$ cat src/rtl/ex_fwd_pkg.sv
// Shared types and constants for the EX-stage operand forwarding unit.
package ex_fwd_pkg;

    localparam int NUM_BYP_DEF = 2;
    localparam int MEM_BYP     = 0;
    localparam int WB_BYP      = 1;

    typedef enum logic {
        RUN  = 1'b0,
        HOLD = 1'b1
    } fwd_state_e;

endpackage

$ cat src/rtl/ex_fwd_slot.sv
// One source operand: resolves it against the ordered bypass sources and
// holds the resolved value while EX is back-pressured.
module ex_fwd_slot
    import ex_fwd_pkg::*;
#(
    parameter int XLEN    = 32,
    parameter int NUM_BYP = NUM_BYP_DEF,
    parameter int RADDR_W = 5
) (
    input  logic                       clk_i,
    input  logic                       rst_ni,
    input  logic                       cap_en_i,
    input  logic                       cap_clr_i,
    input  logic                       hold_i,
    input  logic [RADDR_W-1:0]         rs_addr_i,
    input  logic                       rs_used_i,
    input  logic [XLEN-1:0]            rf_data_i,
    input  logic [NUM_BYP-1:0]         byp_valid_i,
    input  logic [NUM_BYP*RADDR_W-1:0] byp_rd_i,
    input  logic [NUM_BYP-1:0]         byp_ready_i,
    input  logic [NUM_BYP*XLEN-1:0]    byp_data_i,
    output logic [XLEN-1:0]            data_o,
    output logic                       pending_o,
    output logic                       from_byp_o,
    output logic                       cap_take_o
);

    typedef struct packed {
        logic               valid;
        logic [RADDR_W-1:0] rd;
        logic               ready;
        logic [XLEN-1:0]    data;
    } byp_src_t;

    byp_src_t        byp [NUM_BYP];
    logic            live_res;
    logic            live_byp;
    logic [XLEN-1:0] live_val;
    logic            captured;

    logic            cap_valid_q, cap_valid_d;
    logic            cap_byp_q, cap_byp_d;
    logic [XLEN-1:0] cap_data_q, cap_data_d;

    always_comb begin
        for (int k = 0; k < NUM_BYP; k++) begin
            byp[k].valid = byp_valid_i[k];
            byp[k].rd    = byp_rd_i[k*RADDR_W +: RADDR_W];
            byp[k].ready = byp_ready_i[k];
            byp[k].data  = byp_data_i[k*XLEN +: XLEN];
        end
    end

    // Walk from the oldest source down so the youngest match is what remains;
    // a pending young match therefore masks any older ready one.
    always_comb begin
        live_res = 1'b1;
        live_byp = 1'b0;
        live_val = rf_data_i;
        if (rs_addr_i == '0) begin
            live_val = '0;
        end else if (rs_used_i) begin
            for (int k = NUM_BYP - 1; k >= MEM_BYP; k--) begin
                if (byp[k].valid && (byp[k].rd == rs_addr_i)) begin
                    live_res = byp[k].ready;
                    live_byp = byp[k].ready;
                    live_val = byp[k].ready ? byp[k].data : rf_data_i;
                end
            end
        end
    end

    assign captured   = cap_valid_q & hold_i;
    assign cap_take_o = cap_en_i & ~cap_valid_q & live_res;
    assign data_o     = captured ? cap_data_q : live_val;
    assign pending_o  = rs_used_i & ~captured & ~live_res;
    assign from_byp_o = rs_used_i & (captured ? cap_byp_q : live_byp);

    always_comb begin
        cap_valid_d = cap_valid_q;
        cap_byp_d   = cap_byp_q;
        cap_data_d  = cap_data_q;
        if (cap_clr_i) begin
            cap_valid_d = 1'b0;
        end else if (cap_take_o) begin
            cap_valid_d = 1'b1;
            cap_byp_d   = live_byp;
            cap_data_d  = live_val;
        end
    end

    always_ff @(posedge clk_i or negedge rst_ni) begin
        if (!rst_ni) begin
            cap_valid_q <= 1'b0;
            cap_byp_q   <= 1'b0;
            cap_data_q  <= '0;
        end else begin
            cap_valid_q <= cap_valid_d;
            cap_byp_q   <= cap_byp_d;
            cap_data_q  <= cap_data_d;
        end
    end

endmodule

$ cat src/rtl/ex_fwd_unit.sv
// EX-stage operand forwarding with capture under back-pressure and hazard stall.
// Optional performance counters are built when EX_FWD_PERF_CNT_EN is defined.
module ex_fwd_unit
    import ex_fwd_pkg::*;
#(
    parameter int XLEN    = 32,
    parameter int NUM_RS  = 2,
    parameter int NUM_BYP = NUM_BYP_DEF,
    parameter int RADDR_W = 5
) (
    input  logic                       clk_i,
    input  logic                       rst_ni,
    input  logic                       flush_i,
    input  logic                       ex_valid_i,
    input  logic                       ex_ready_i,
    input  logic [NUM_RS*RADDR_W-1:0]  rs_addr_i,
    input  logic [NUM_RS-1:0]          rs_used_i,
    input  logic [NUM_RS*XLEN-1:0]     rf_data_i,
    input  logic [NUM_BYP-1:0]         byp_valid_i,
    input  logic [NUM_BYP*RADDR_W-1:0] byp_rd_i,
    input  logic [NUM_BYP-1:0]         byp_ready_i,
    input  logic [NUM_BYP*XLEN-1:0]    byp_data_i,
    output logic [NUM_RS*XLEN-1:0]     rs_data_o,
    output logic                       stall_o,
    output logic                       ex_fire_o
`ifdef EX_FWD_PERF_CNT_EN
    ,
    output logic [31:0]                fwd_cnt_o,
    output logic [31:0]                stall_cnt_o
`endif
);

    fwd_state_e      state_q, state_d;
    logic            active;
    logic            hold;
    logic            cap_en;
    logic            cap_clr;
    logic [XLEN-1:0] slot_data [NUM_RS];
    logic [NUM_RS-1:0] pending;
    logic [NUM_RS-1:0] from_byp;
    logic [NUM_RS-1:0] cap_take;

    // Outputs are forced quiet while in reset or with no instruction in EX.
    assign active    = rst_ni & ex_valid_i;
    assign hold      = (state_q == HOLD);
    assign stall_o   = active & ~flush_i & (|pending);
    assign ex_fire_o = active & ~flush_i & ~stall_o & ex_ready_i;
    assign cap_en    = ex_valid_i & ~flush_i & ~ex_fire_o;
    assign cap_clr   = flush_i | ex_fire_o | ~ex_valid_i;

    for (genvar i = 0; i < NUM_RS; i++) begin : g_slot
        ex_fwd_slot #(
            .XLEN    (XLEN),
            .NUM_BYP (NUM_BYP),
            .RADDR_W (RADDR_W)
        ) u_slot (
            .clk_i       (clk_i),
            .rst_ni      (rst_ni),
            .cap_en_i    (cap_en),
            .cap_clr_i   (cap_clr),
            .hold_i      (hold),
            .rs_addr_i   (rs_addr_i[i*RADDR_W +: RADDR_W]),
            .rs_used_i   (rs_used_i[i]),
            .rf_data_i   (rf_data_i[i*XLEN +: XLEN]),
            .byp_valid_i (byp_valid_i),
            .byp_rd_i    (byp_rd_i),
            .byp_ready_i (byp_ready_i),
            .byp_data_i  (byp_data_i),
            .data_o      (slot_data[i]),
            .pending_o   (pending[i]),
            .from_byp_o  (from_byp[i]),
            .cap_take_o  (cap_take[i])
        );
    end

    always_comb begin
        rs_data_o = '0;
        for (int i = 0; i < NUM_RS; i++) begin
            rs_data_o[i*XLEN +: XLEN] = active ? slot_data[i] : '0;
        end
    end

    always_comb begin
        state_d = state_q;
        case (state_q)
            RUN:     if (|cap_take) state_d = HOLD;
            HOLD:    if (ex_fire_o || flush_i) state_d = RUN;
            default: state_d = RUN;
        endcase
        if (!ex_valid_i) state_d = RUN;
    end

    always_ff @(posedge clk_i or negedge rst_ni) begin
        if (!rst_ni) state_q <= RUN;
        else         state_q <= state_d;
    end

`ifdef EX_FWD_PERF_CNT_EN
    logic [31:0] fwd_cnt_q, fwd_cnt_d;
    logic [31:0] stall_cnt_q, stall_cnt_d;

    // Counters survive flush; they only track retirement and stall activity.
    always_comb begin
        fwd_cnt_d   = fwd_cnt_q;
        stall_cnt_d = stall_cnt_q;
        if (ex_fire_o && (|from_byp)) fwd_cnt_d = fwd_cnt_q + 32'd1;
        if (stall_o) stall_cnt_d = stall_cnt_q + 32'd1;
    end

    always_ff @(posedge clk_i or negedge rst_ni) begin
        if (!rst_ni) begin
            fwd_cnt_q   <= '0;
            stall_cnt_q <= '0;
        end else begin
            fwd_cnt_q   <= fwd_cnt_d;
            stall_cnt_q <= stall_cnt_d;
        end
    end

    assign fwd_cnt_o   = fwd_cnt_q;
    assign stall_cnt_o = stall_cnt_q;
`else
    logic unused_from_byp;
    assign unused_from_byp = |from_byp;
`endif

endmodule

$ cat config.mk
export PLATFORM = sky130hd
export DESIGN_NAME = ex_fwd_unit
export DESIGN_NICKNAME = d
export VERILOG_FILES = /design/src/rtl/ex_fwd_pkg.sv /design/src/rtl/ex_fwd_slot.sv /design/src/rtl/ex_fwd_unit.sv
export SDC_FILE = /design/constraint.sdc
export NUM_CORES = 1
export LEC_CHECK = 0
export ABC_AREA = 0
export CAP_MARGIN = 25
export CORE_UTILIZATION = 39
export DETAILED_ROUTE_END_ITERATION = 10
export PLACE_DENSITY = 0.74
export SKIP_CTS_REPAIR_TIMING = 1
export SLEW_MARGIN = 20
export SYNTH_ARGS = -nofsm -noshare
export SYNTH_HDL_FRONTEND = slang
export SYNTH_SLANG_ARGS = --single-unit
$ cat constraint.sdc
create_clock -name clk_i -period 5.8 [get_ports clk_i]
set_input_delay 1.16 -clock clk_i [delete_from_list [all_inputs] [get_ports clk_i]]
set_output_delay 1.16 -clock clk_i [all_outputs]
set_load 0.05 [all_outputs]
==> results of run 1 <==
## cells in the mapped netlist (2+ instances only)
cell type and count:
a21o_1 2, o211a_1 2, o2bb2ai_1 30, nor2_1 6, o21ai_0 2, nor2b_1 4, nand3b_1 14, clkbuf_1 46
nor3_1 4, o221ai_1 14, mux2_4 29, a21oi_1 66, or3_1 17, nand4_1 5, o22a_1 16, buf_2 2
buf_12 3, and2_1 5, o21a_1 34, mux2_2 7, o221a_2 31, xor2_1 5, xnor2_1 15, dfrtp_1 67
nand2_1 122, and3_1 2, or2_2 17, nand3_1 25
## where the power goes
part	switching, mW	internal, mW
Sequential	0.0545	0.563
Clock	0.205	0.375
Combinational	0.256	0.322
## flip-flops by register name, indices dropped and copies added (netlist names)
signal / count
g_slot.u_slot.cap_data_q: 64
g_slot.u_slot.cap_valid_q: 2
hold: 1
## logic make-up after synthesis
group	Yosys count	synth area share, %
AOI/OAI and AO/OA	206	29.9
xor gates and xnor gates	20	3.30
buffers and inverters	53	4.93
DFF	67	31.6
muxes	37	9.88
and+or+nand+nor	226	20.4
## worst max-delay path by stage
stage | to | cells after the start | slack (ns)
5_1_grt | rs_data_o[49] | 10 | 0.56
6_report | rs_data_o[25] | 10 | 0.73
4_1_cts | rs_data_o[21] | 10 | 0.76
2_1_floorplan | ex_fire_o | 5 | 1.10
3_3_place_gp | rs_data_o[53] | 10 | 0.77
3_5_place_dp | rs_data_o[21] | 10 | 0.78
## cell type report
type                    count  share of cell area [%]
flip-flops and latches     67                    19.5
repair buffers            241                    34.9
inverters                   1                  0.0436
clock inverters             5                   0.901
well taps                 176                    2.56
diodes                      1                  0.0291
multi-input cells         489                    39.4
clock buffers              11                    2.70
## metrics by stage
step	power, mW	std cells
global route	1.85	991
CTS	1.78	990
global placement	1.18	973
detailed placement	1.20	974
finish	1.78	991
floorplan	0.918	609
## layer usage
metal,up-vias,part of all wire (%)
li1,2665,-
met1,2822,43
met2,257,48
met3,38,7.3
met4,0,2.5
met5,-,0
==> metrics, run 1 <==
hold wc startpoint=g_slot[0].u_slot.cap_data_q[1]$_DFFE_PN0P_; die width=119 µm; global routing usage on met1=42.2%; top cell type's share of synthesized area=31.6%; die area=14100 µm²; area of the multi-input gates=3390 µm²; Final Wtd Congestion=0.932; Distinct cells, synth=45; Initial Util=40.1%; clk sinks=67; post-route minimum period=5.07 ns; skew final=0.00646 ns; Tightest Hold Check Type=flip-flop to flip-flop; clk slew on worst S/H paths=0.05 ns; # rows=42; pwr/cell area=206 nW/µm²; largest net degree at the start of global routing=63; Setup CP Type=primary input to primary output; critical path cell sequence=clkdlybuf4s50_1, xor2_1, nor3_1, nand3_1, o21ai_2, buf_4, o221ai_1, nand3b_1, a21oi_1, buf_12; largest cells by area after synthesis=dfrtp_1 32%, nand2_1 8.6%, mux2_4 8.2%, o221a_2 6.6%, a21oi_1 6.2%; relative slew slack=44.5%; Syn Nets=768; drt wl/cell=22.1 µm; Slew @ Worst Pin=0.832 ns; final count of hold timing violations=0; r2r worst-path depth=7; Avg Inst Size Synth=8.72 µm²; Post-Syn Instances=609; busiest layer in global routing=met2; hold_ws=0.488 ns; Clock Latency Late Sink=0.34 ns; Setup WS post-layout=0.730 ns; final setup vio count=0; crit path DAT=3.91 ns; layout net count=968; CTS tree=built; Layout Utilization=65.0%; Filler cells=1100; P&R area growth vs syn=62.1%; antenna-violating nets left=0; max-slew violations=0; met3 GRT Util=5.50%; Final Instance Area=8610 µm²; first-pass GRT wire length=33.9 mm; synth warn=0; worst hold path depth=1; Synth area leader=dfrtp_1; Setup crit start=rs_addr_i[0]; IO Pins=225; crit-path max FO=19; worst-case vdd ir drop=0.144 mV; R2R Path Start=g_slot[0].u_slot.cap_valid_q$_DFFE_PN0P_; DP Area=8300 µm²; Congestion Overflow GR=0; RSZ-0062 raised after global routing=false; commonest non-fill, non-tap cell in the layout=clkdlybuf4s50_1; CP max stage delay=0.47 ns; worst reg2reg endpoint=g_slot[0].u_slot.cap_data_q[4]$_DFFE_PN0P_; Max Fclk=197 MHz; GRT met2 Usage=50.8%; Worst Setup Start Kind=primary input; Critical path buffers and inverters=3; status=complete, no violations; CTS Buf Count=9; sequential standard cell area=1680 µm²; number of global-route vias before repair=5927; Die H=119 µm; Core Area=13200 µm²; share of layout cells above drive strength 1=23.0%; Sum Neg Setup Slack=0 ns; sequential share of the synthesized area=31.6%; Clock Tree Buf Depth=2; post-DP HPWL=16.6 mm; final WL=21.9 mm; Post-synth ARST share=100%; I/O Buffers=224; antenna violations before repair=2; P_leak=3.40 nW; register-to-register setup slack=3.27 ns; Crit. End Element=primary output; # DRC=0; crit share post-route=87.4%; H-tree Lvls=3; Total GRT Usage=31.5%; register bit total from synthesis=67; top_reg_cell synth=dfrtp_1; Hold EP=g_slot[0].u_slot.cap_data_q[1]$_DFFE_PN0P_; vias per cell=5.83; via count=5782; most frequent cells in the layout=159 x clkdlybuf4s50_1, 121 x nand2_1, 67 x dfrtp_1; root buffer cell=clkbuf_16; Max Cap Viol=0; Req. time, crit path=4.64 ns; CP delay by family, top=buffers and inverters; DRT Pass-1 Iters=5; initial DRC count=497; Post-synth EDFFs=0; synthesized area=5310 µm²; Place WS=0.783 ns; Crit-path slowest cell=clkdlybuf4s50_1
Power figures use the tool's default switching activity.
==> run 2: changes to the inputs <==
==> constraint.sdc (replaced) <==
create_clock -name clk_i -period 5.5 [get_ports clk_i]
set_input_delay 1.1 -clock clk_i [delete_from_list [all_inputs] [get_ports clk_i]]
set_output_delay 1.1 -clock clk_i [all_outputs]
set_load 0.05 [all_outputs]
==> metrics, run 2 (synthesized netlist as in run 1, its figures left out) <==
relative slew slack=42.0%; switching part of the total=30.2%; Worst Setup Start Kind=primary input; Congestion Overflow GR=0; crit path DAT=4.00 ns; antenna-violating nets left=0; Core Area=13200 µm²; first-pass GRT wire length=34.3 mm; r2r worst-path depth=6; Slew @ Worst Pin=0.871 ns; skew final=0.00509 ns; vias per cell=5.96; register-to-register setup slack=3.02 ns; Final Instance Area=8590 µm²; die width=119 µm; worst reg2reg endpoint=g_slot[1].u_slot.cap_data_q[20]$_DFFE_PN0P_; Top reg by flops=g_slot.u_slot.cap_data_q; Max Cap Viol=0; clk sinks=67; Hold EP=g_slot[0].u_slot.cap_data_q[15]$_DFFE_PN0P_; CTS Buf Count=9; via count=5908; Final Wtd Congestion=0.943; Psw=0.547 mW; Total GRT Usage=31.6%; max-slew violations=0; worst-case vdd ir drop=0.186 mV; final setup vio count=0; crit share post-route=92.8%; status=complete, no violations; initial DRC count=664; largest net degree at the start of global routing=40; post-DP HPWL=16.3 mm; DRT Pass-1 Iters=5; Clock Tree Buf Depth=2; share of layout cells above drive strength 1=22.9%; Initial Util=40.1%; die area=14100 µm²; # rows=42; RSZ-0062 raised after global routing=false; antenna violations before repair=1; Max Fclk=196 MHz; Gate power share=33.7%; post-route minimum period=5.10 ns; Crit. End Element=primary output; Sum Neg Setup Slack=0 ns; most frequent cells in the layout=159 x clkdlybuf4s50_1, 121 x nand2_1, 67 x dfrtp_1; CTS tree=built; crit-path max FO=20; Req. time, crit path=4.40 ns; H-tree Lvls=3; pwr/cell area=211 nW/µm²; Setup CP Type=primary input to primary output; final WL=22.1 mm; Clock Latency Late Sink=0.35 ns; R2R Path Start=hold$_DFF_PN0_; IO Pins=225; I/O Buffers=224; layout net count=968; P_int=1.26 mW; final count of hold timing violations=0; number of global-route vias before repair=5916; Die H=119 µm; Tightest Hold Check Type=flip-flop to flip-flop; root buffer cell=clkbuf_16; DP Area=8310 µm²; clk slew on worst S/H paths=0.05 ns; P&R area growth vs syn=61.8%; max reg flops=64; Reg power frac=36.0%; commonest non-fill, non-tap cell in the layout=clkdlybuf4s50_1; worst hold path depth=1; # DRC=0; drt wl/cell=22.3 µm; hold wc startpoint=g_slot[0].u_slot.cap_data_q[15]$_DFFE_PN0P_; P_leak=3.39 nW; Clk pwr share=30.3%
-- run 2: cell type report --
cell class | count | area, µm²
Antenna cell | 1 | 2.50
Clock buffer | 14 | 264
Clock inverter | 2 | 10.0
Fill cell | 1104 | 4650
Inverter | 1 | 3.75
Multi-Input combinational cell | 489 | 3400
Sequential cell | 67 | 1680
Tap cell | 176 | 220
Timing Repair Buffer | 241 | 3020
-- run 2: routing by layer --
layer	part of all wire (%)	GRT usage [%]
met5	0	0
met3	7.7	7.29
met2	47	48.6
met1	42	42.8
met4	3.2	12.5
-- run 2: stage by stage --
| stage | cells | worst slack, ns | util [%] | power, mW | hold WS [ns] |
|---|---|---|---|---|---|
| 2_1_floorplan | 609 | 0.919 | - | 0.968 | 0.456 |
| 3_3_place_gp | 973 | 0.565 | 62.5 | 1.25 | 0.470 |
| 3_5_place_dp | 974 | 0.444 | 62.8 | 1.26 | 0.473 |
| 4_1_cts | 990 | 0.436 | 64.8 | 1.81 | 0.491 |
| 5_1_grt | 991 | 0.170 | 64.9 | 1.88 | 0.498 |
| 6_report | 991 | 0.396 | 64.9 | 1.81 | 0.487 |
-- run 2: worst max path at each step --
| stage | start | end | slack [ns] |
|---|---|---|---|
| 5_1_grt | rs_addr_i[0] | rs_data_o[27] | 0.17 |
| 3_3_place_gp | rs_addr_i[0] | rs_data_o[31] | 0.57 |
| 3_5_place_dp | rs_addr_i[0] | rs_data_o[27] | 0.44 |
| 6_report | rs_addr_i[0] | rs_data_o[27] | 0.40 |
| 2_1_floorplan | byp_rd_i[1] | ex_fire_o | 0.92 |
| 4_1_cts | rs_addr_i[0] | rs_data_o[27] | 0.44 |
-- run 2: critical path, stage by stage --
cell and delay (ns):
clkdlybuf4s50_1 0.47, xor2_1 0.19, nor3_1 0.30, nand3_1 0.16
o21ai_2 0.70, o221ai_1 0.37, nand3b_1 0.25, a21oi_1 0.26
buf_12 0.19
-- run 2: power by group through the flow --
stage	combinational, mW	sequential (mW)	clock (mW)
floorplan	0.328	0.640	0
global placement	0.594	0.651	0
detailed placement	0.606	0.655	0
CTS	0.609	0.650	0.556
global route	0.646	0.663	0.570
finish	0.611	0.651	0.549
